[src/rtl/vec_inst_decode.sv]
// Decode stage for the vector ALU path: opcode -> ALU control, then one beat per lane group.
// Optional VEC_DECO_ILLEGAL_TRAP_EN: unmapped opcodes raise a sticky illegal flag instead of issuing a NOP.
module vec_inst_decode #(
   parameter  int VLEN   = 8,
   parameter  int LANES  = 4,
   localparam int NBEATS = VLEN / LANES,
   localparam int BW     = (NBEATS > 1) ? $clog2(NBEATS) : 1
) (
   input  logic          clk,
   input  logic          rst,
   input  logic          in_valid,
   input  logic [3:0]    in_opcode,
   output logic          in_ready,
   output logic          out_valid,
   input  logic          out_ready,
   output logic [2:0]    out_alu,
   output logic          out_wr,
   output logic          out_cmp,
   output logic [BW-1:0] out_beat,
   output logic          out_last
`ifdef VEC_DECO_ILLEGAL_TRAP_EN
   ,output logic         illegal
`endif
);

   localparam logic [BW-1:0] LAST_BEAT = BW'(NBEATS - 1);

   typedef enum logic {IDLE, ISSUE} state_t;

   state_t        state, state_n;
   logic [2:0]    alu_n;
   logic          wr_n, cmp_n, last_n, load, do_load;
   logic [BW-1:0] beat_n;
   logic [2:0]    dec_alu;
   logic          dec_wr, dec_cmp, dec_vec;
`ifdef VEC_DECO_ILLEGAL_TRAP_EN
   logic          dec_legal, illegal_n;
`endif

   assign out_valid = (state == ISSUE);
   assign in_ready  = (state == IDLE) || (out_last && out_ready);

   always_comb begin
      dec_alu = 3'b000;
      dec_wr  = 1'b0;
      dec_cmp = 1'b0;
      dec_vec = 1'b0;
`ifdef VEC_DECO_ILLEGAL_TRAP_EN
      dec_legal = 1'b1;
`endif
      case (in_opcode)
         4'b0100:          dec_alu = 3'b001;
         4'b1101, 4'b1110: begin dec_alu = 3'b001; dec_wr = 1'b1; dec_vec = 1'b1; end
         4'b1111:          begin dec_alu = 3'b111; dec_wr = 1'b1; dec_vec = 1'b1; end
         4'b1000:          begin dec_alu = 3'b010; dec_wr = 1'b1; dec_vec = 1'b1; end
         4'b1001:          begin dec_alu = 3'b011; dec_wr = 1'b1; dec_vec = 1'b1; end
         4'b1010:          begin dec_alu = 3'b100; dec_wr = 1'b1; dec_vec = 1'b1; end
         4'b1011:          begin dec_alu = 3'b101; dec_wr = 1'b1; dec_vec = 1'b1; end
         4'b0101, 4'b0110: begin dec_alu = 3'b011; dec_cmp = 1'b1; end
         4'b0000, 4'b0001: begin dec_alu = 3'b010; dec_wr = 1'b1; end
         default: begin
`ifdef VEC_DECO_ILLEGAL_TRAP_EN
            dec_legal = 1'b0;
`endif
         end
      endcase
   end

   // Next state: advance the beat on a handshake, or load a new instruction when the last beat leaves.
   always_comb begin
      state_n = state;
      alu_n   = out_alu;
      wr_n    = out_wr;
      cmp_n   = out_cmp;
      beat_n  = out_beat;
      last_n  = out_last;
      load    = 1'b0;
      case (state)
         IDLE:  load = in_valid;
         ISSUE: begin
            if (out_ready) begin
               if (!out_last) begin
                  beat_n = out_beat + BW'(1);
                  last_n = (beat_n == LAST_BEAT);
               end else if (in_valid) begin
                  load = 1'b1;
               end else begin
                  state_n = IDLE;
               end
            end
         end
         default: state_n = IDLE;
      endcase
`ifdef VEC_DECO_ILLEGAL_TRAP_EN
      illegal_n = illegal;
      do_load   = load && dec_legal;
      if (load && !dec_legal) begin
         illegal_n = 1'b1;
         state_n   = IDLE;
      end
`else
      do_load = load;
`endif
      if (do_load) begin
         state_n = ISSUE;
         alu_n   = dec_alu;
         wr_n    = dec_wr;
         cmp_n   = dec_cmp;
         beat_n  = '0;
         last_n  = !dec_vec || (NBEATS == 1);
      end
   end

   always_ff @(posedge clk or posedge rst) begin
      if (rst) begin
         state    <= IDLE;
         out_alu  <= 3'b000;
         out_wr   <= 1'b0;
         out_cmp  <= 1'b0;
         out_beat <= '0;
         out_last <= 1'b0;
`ifdef VEC_DECO_ILLEGAL_TRAP_EN
         illegal  <= 1'b0;
`endif
      end else begin
         state    <= state_n;
         out_alu  <= alu_n;
         out_wr   <= wr_n;
         out_cmp  <= cmp_n;
         out_beat <= beat_n;
         out_last <= last_n;
`ifdef VEC_DECO_ILLEGAL_TRAP_EN
         illegal  <= illegal_n;
`endif
      end
   end

endmodule

[config.mk]
export PLATFORM = sky130hd
export DESIGN_NAME = vec_inst_decode
export DESIGN_NICKNAME = d
export VERILOG_FILES = /design/src/rtl/vec_inst_decode.sv
export SDC_FILE = /design/constraint.sdc
export NUM_CORES = 1
export LEC_CHECK = 0
export CAP_MARGIN = 20
export CORE_AREA = 2 2 39 41
export DETAILED_ROUTE_END_ITERATION = 12
export DIE_AREA = 0 0 41 43
export GPL_ROUTABILITY_DRIVEN = 0
export HOLD_SLACK_MARGIN = 0.05
export PLACE_DENSITY_LB_ADDON = 0.2
export SLEW_MARGIN = 15
export SYNTH_ARGS = -nofsm -noshare
export SYNTH_HDL_FRONTEND = slang
export SYNTH_SLANG_ARGS = --single-unit
export TNS_END_PERCENT = 5
[constraint.sdc]
create_clock -name clk -period 1.1 [get_ports clk]
set_clock_uncertainty 0.05 [all_clocks]
set_input_delay 0.22 -clock clk [delete_from_list [all_inputs] [get_ports clk]]
set_output_delay 0.22 -clock clk [all_outputs]
set_load 0.005 [all_outputs]
==> results of run 1 <==
[power groups by stage]
stage	registers [mW]	clock network (mW)	logic (mW)
2_1_floorplan	0.434	0	0.172
3_3_place_gp	0.414	0	0.527
3_5_place_dp	0.418	0	0.528
4_1_cts	0.414	0.234	0.538
5_1_grt	0.425	0.254	0.570
6_report	0.414	0.226	0.523
[what timing repair did]
| item | 4_1_cts | 5_1_grt |
|---|---|---|
| endpoints found under the hold margin | 0 | 0 |
| gates resized for setup | 28 | 12 |
| setup buffers | 2 | 0 |
| pin swaps | 2 | 0 |
| endpoints found under the setup margin | 16 | 16 |
[registers in the layout (all words and copies together), names as in the netlist]
| register | flops |
|---|---|
| out_last | 1 |
| out_beat | 1 |
| out_cmp | 1 |
| out_valid | 1 |
| out_alu | 3 |
| out_wr | 1 |
[worst max-delay path by stage]
stage	slack, ns	from	depth (start not counted)	end
floorplan	-0.13	out_last$_DFFE_PP0P_	3	out_alu[2]$_DFFE_PP0P_
global placement	-0.50	out_ready	3	in_ready
detailed placement	-0.51	out_ready	3	in_ready
CTS	-0.19	out_last$_DFFE_PP0P_	4	out_wr$_DFFE_PP0P_
global route	-0.20	out_last$_DFFE_PP0P_	4	out_cmp$_DFFE_PP0P_
finish	-0.17	out_last$_DFFE_PP0P_	4	out_wr$_DFFE_PP0P_
[area by class of cell]
cell class              instances  area, sq um
multi-input cells              31          253
well taps                      16         20.0
repair buffers                 32          244
inverters                       7         26.3
clock buffers                   3         22.5
fillers                       129          618
flip-flops and latches          8          200
[placed cells by master (no fill, tap or decap), types with 4 or more instances in the layout]
cell type and instances:
sky130_fd_sc_hd__dlygate4sd2_1 4, sky130_fd_sc_hd__buf_4 13, sky130_fd_sc_hd__clkbuf_2 8, sky130_fd_sc_hd__inv_1 7
sky130_fd_sc_hd__a21oi_1 4, sky130_fd_sc_hd__dfrtp_1 8
[cell families after synthesis]
group	Yosys count
xor+xnor	1
flops	8
compound gates	15
mux	4
simple gates	11
buf+inv	8
[routing by layer]
metal,share of wire,global-route usage,vias to the layer above
li1,-,-,239
met3,0.053,0.0314,0
met1,0.48,0.204,203
met2,0.47,0.188,11
met4,0,0.0600,0
met5,0,0,-
[through the flow]
| step | power (mW) | hold slack (ns) | cells |
|---|---|---|---|
| floorplan | 0.606 | -0.0143 | 47 |
| global placement | 0.941 | 0.447 | 92 |
| detailed placement | 0.946 | 0.451 | 92 |
| CTS | 1.19 | 0.175 | 97 |
| global route | 1.25 | 0.212 | 97 |
| finish | 1.16 | 0.180 | 97 |
[critical path, stage by stage (launching register included)]
cell	delay, ns
sky130_fd_sc_hd__dfrtp_1	0.40
sky130_fd_sc_hd__a21bo_4	0.23
sky130_fd_sc_hd__buf_6	0.12
sky130_fd_sc_hd__nand2_8	0.06
sky130_fd_sc_hd__mux2_4	0.30
==> impl_metrics.xml, run 1 <==
<?xml version="1.0" encoding="UTF-8"?>
<metrics>
  <group name="power_and_ir_drop">
    <metric name="power_density" unit="nW/um^2">1520</metric>
    <metric name="power_frac_seq" unit="">0.356</metric>
    <metric name="vdd_ir_drop_max" unit="mV">0.790</metric>
    <metric name="power_switching_share" unit="">0.301</metric>
    <metric name="switchingPower" unit="uW">350</metric>
    <metric name="power.static_leakage" unit="nW">0.413</metric>
    <metric name="internal-power" unit="uW">814</metric>
    <metric name="clock_power_share" unit="">0.194</metric>
    <metric name="part_of_the_power_in_combinational_logic" unit="">0.450</metric>
  </group>
  <group name="synthesis">
    <metric name="synth.mux.area_fraction" unit="">0.117</metric>
    <metric name="post_synthesis_compound_gate_area_fraction" unit="">0.221</metric>
    <metric name="synthDistinctLibCells" unit="">23</metric>
    <metric name="synth_flop_cell" unit="">sky130_fd_sc_hd__dfrtp_1</metric>
    <metric name="avg_inst_size_synth" unit="sq um">10.0</metric>
    <metric name="simple_gate_share_of_the_synthesized_area" unit="">0.138</metric>
    <metric name="most_frequent_cells_after_synthesis" unit="">sky130_fd_sc_hd__dfrtp_1 (8), sky130_fd_sc_hd__inv_1 (7), sky130_fd_sc_hd__a21oi_1 (4), sky130_fd_sc_hd__o21ai_0 (4)</metric>
    <metric name="post_synth_fa_ha_maj_area_fraction" unit="">0</metric>
    <metric name="synth.net_count" unit="">55</metric>
    <metric name="synthesis.area" unit="sq um">470</metric>
    <metric name="yosysMostFrequentCell" unit="">sky130_fd_sc_hd__dfrtp_1</metric>
    <metric name="yosysWarningCount" unit="">0</metric>
    <metric name="post_synth_inst_count" unit="">47</metric>
    <metric name="synth_enable_flop_cells" unit="">0</metric>
    <metric name="synth_top_area_share" unit="">0.426</metric>
    <metric name="synth_largest_area_cell" unit="">sky130_fd_sc_hd__dfrtp_1</metric>
    <metric name="synth.area.top_cells" unit="">sky130_fd_sc_hd__dfrtp_1 (43%), sky130_fd_sc_hd__mux2_4 (9.6%), sky130_fd_sc_hd__inv_1 (5.6%), sky130_fd_sc_hd__a21oi_1 (4.3%), sky130_fd_sc_hd__o21ai_0 (4.3%)</metric>
    <metric name="async_reset_ff_frac" unit="">1.00</metric>
    <metric name="yosys_register_bits" unit="">8</metric>
    <metric name="synth_xor_area_frac" unit="">0.0186</metric>
    <metric name="synth_top_family_by_area" unit="">compound AO/OA/AOI/OAI gates</metric>
    <metric name="seq_area_frac_synth" unit="">0.426</metric>
  </group>
  <group name="sta">
    <metric name="worst_pin_slew" unit="ns">0.358</metric>
    <metric name="period_needed" unit="ns">1.27</metric>
    <metric name="finalMaxSlewViolations" unit="">0</metric>
    <metric name="fin_setup_tns" unit="ns">-1.04</metric>
    <metric name="worst_slew_margin_rel" unit="">0.761</metric>
    <metric name="setup_slack" unit="ns">-0.174</metric>
    <metric name="maxClockFrequency" unit="GHz">0.785</metric>
    <metric name="setup_viol" unit="">10</metric>
    <metric name="finalCritPeriodShare" unit="">1.16</metric>
    <metric name="report.final.hold_viol_count" unit="">0</metric>
    <metric name="setup_repair_after_global_routing_missed_its_margin" unit="">true</metric>
  </group>
  <group name="run_status">
    <metric name="status" unit="">complete, but fails checks</metric>
    <metric name="violations" unit="">setup timing</metric>
  </group>
  <group name="detailed_routing">
    <metric name="wl" unit="um">1030</metric>
    <metric name="wl_per_cell" unit="um">10.6</metric>
    <metric name="viasPerCell" unit="">4.67</metric>
    <metric name="drt-initial-drc-count" unit="">7</metric>
    <metric name="ant_nets" unit="">0</metric>
    <metric name="drc" unit="">0</metric>
    <metric name="dr.pass1.iters" unit="">4</metric>
    <metric name="vias" unit="">453</metric>
  </group>
  <group name="global_routing">
    <metric name="grt_antenna_before_repair" unit="">0</metric>
    <metric name="wire_length_of_the_first_global_routing_pass" unit="um">1680</metric>
    <metric name="global_route.usage.total" unit="">0.139</metric>
    <metric name="grt_remaining_overflow" unit="">0</metric>
    <metric name="first_global_vias" unit="">413</metric>
    <metric name="grt_max_degree" unit="">11</metric>
  </group>
  <group name="floorplanning">
    <metric name="ios" unit="">17</metric>
    <metric name="die_y" unit="um">43</metric>
    <metric name="die_w" unit="um">41</metric>
    <metric name="initial_core_util" unit="">0.340</metric>
    <metric name="rows" unit="">14</metric>
    <metric name="fp.dieArea" unit="sq um">1760</metric>
    <metric name="core-area" unit="sq um">1380</metric>
  </group>
  <group name="place">
    <metric name="post-place-ws" unit="ns">-0.511</metric>
    <metric name="place.detailed.hpwl" unit="um">783</metric>
    <metric name="dpl_cell_area" unit="sq um">744</metric>
    <metric name="io_buffers" unit="">16</metric>
  </group>
  <group name="flow_run">
    <metric name="max_cap_violations" unit="">0</metric>
  </group>
  <group name="worst_hold_path">
    <metric name="hold_class" unit="">primary input to asynchronous set/reset pin</metric>
  </group>
  <group name="final_layout">
    <metric name="design_area" unit="sq um">766</metric>
    <metric name="final_layout_size_suffix_gt1_frac" unit="">0.420</metric>
    <metric name="antenna-diode-count" unit="">0</metric>
    <metric name="utilization" unit="">0.553</metric>
    <metric name="finalNetCount" unit="">91</metric>
    <metric name="syn_to_final_growth" unit="%">62.8</metric>
  </group>
  <group name="setup_path">
    <metric name="nature_of_the_critical_path_endpoint" unit="">flop</metric>
    <metric name="path_max_fanout" unit="">4</metric>
    <metric name="crit_arrival" unit="ns">1.36</metric>
    <metric name="critical_path.reg2reg.endpoint" unit="">out_wr$_DFFE_PP0P_</metric>
    <metric name="critical_path_required" unit="ns">1.19</metric>
    <metric name="worst_setup_path_start_kind" unit="">flop</metric>
    <metric name="criticalPathCategory" unit="">flop to flop</metric>
    <metric name="ff_to_ff_path_depth" unit="">4</metric>
    <metric name="worst_r2r_startpoint" unit="">out_last$_DFFE_PP0P_</metric>
    <metric name="r2r_slack" unit="ns">-0.17</metric>
  </group>
  <group name="clock_tree">
    <metric name="clk_transition_reported_paths" unit="ns">0.06</metric>
    <metric name="cts_tree" unit="">done</metric>
    <metric name="cts.sink_count" unit="">8</metric>
    <metric name="cts_htree_levels" unit="">1</metric>
    <metric name="clk_latency" unit="ns">0.25</metric>
    <metric name="clock_tree.root_cell" unit="">sky130_fd_sc_hd__clkbuf_4</metric>
    <metric name="max-clock-path-buffers" unit="">2</metric>
    <metric name="cts_made_buffers" unit="">3</metric>
    <metric name="hold_buffers" unit="">0</metric>
  </group>
</metrics>
No activity file was read; power rests on OpenSTA's default activity.
==> run 2: changes to the inputs <==
CTS_CLUSTER_SIZE = 16   (was unset)
==> results of run 2 <==
Same layout as run 1: the final DEF is identical, and so are final timing and power.
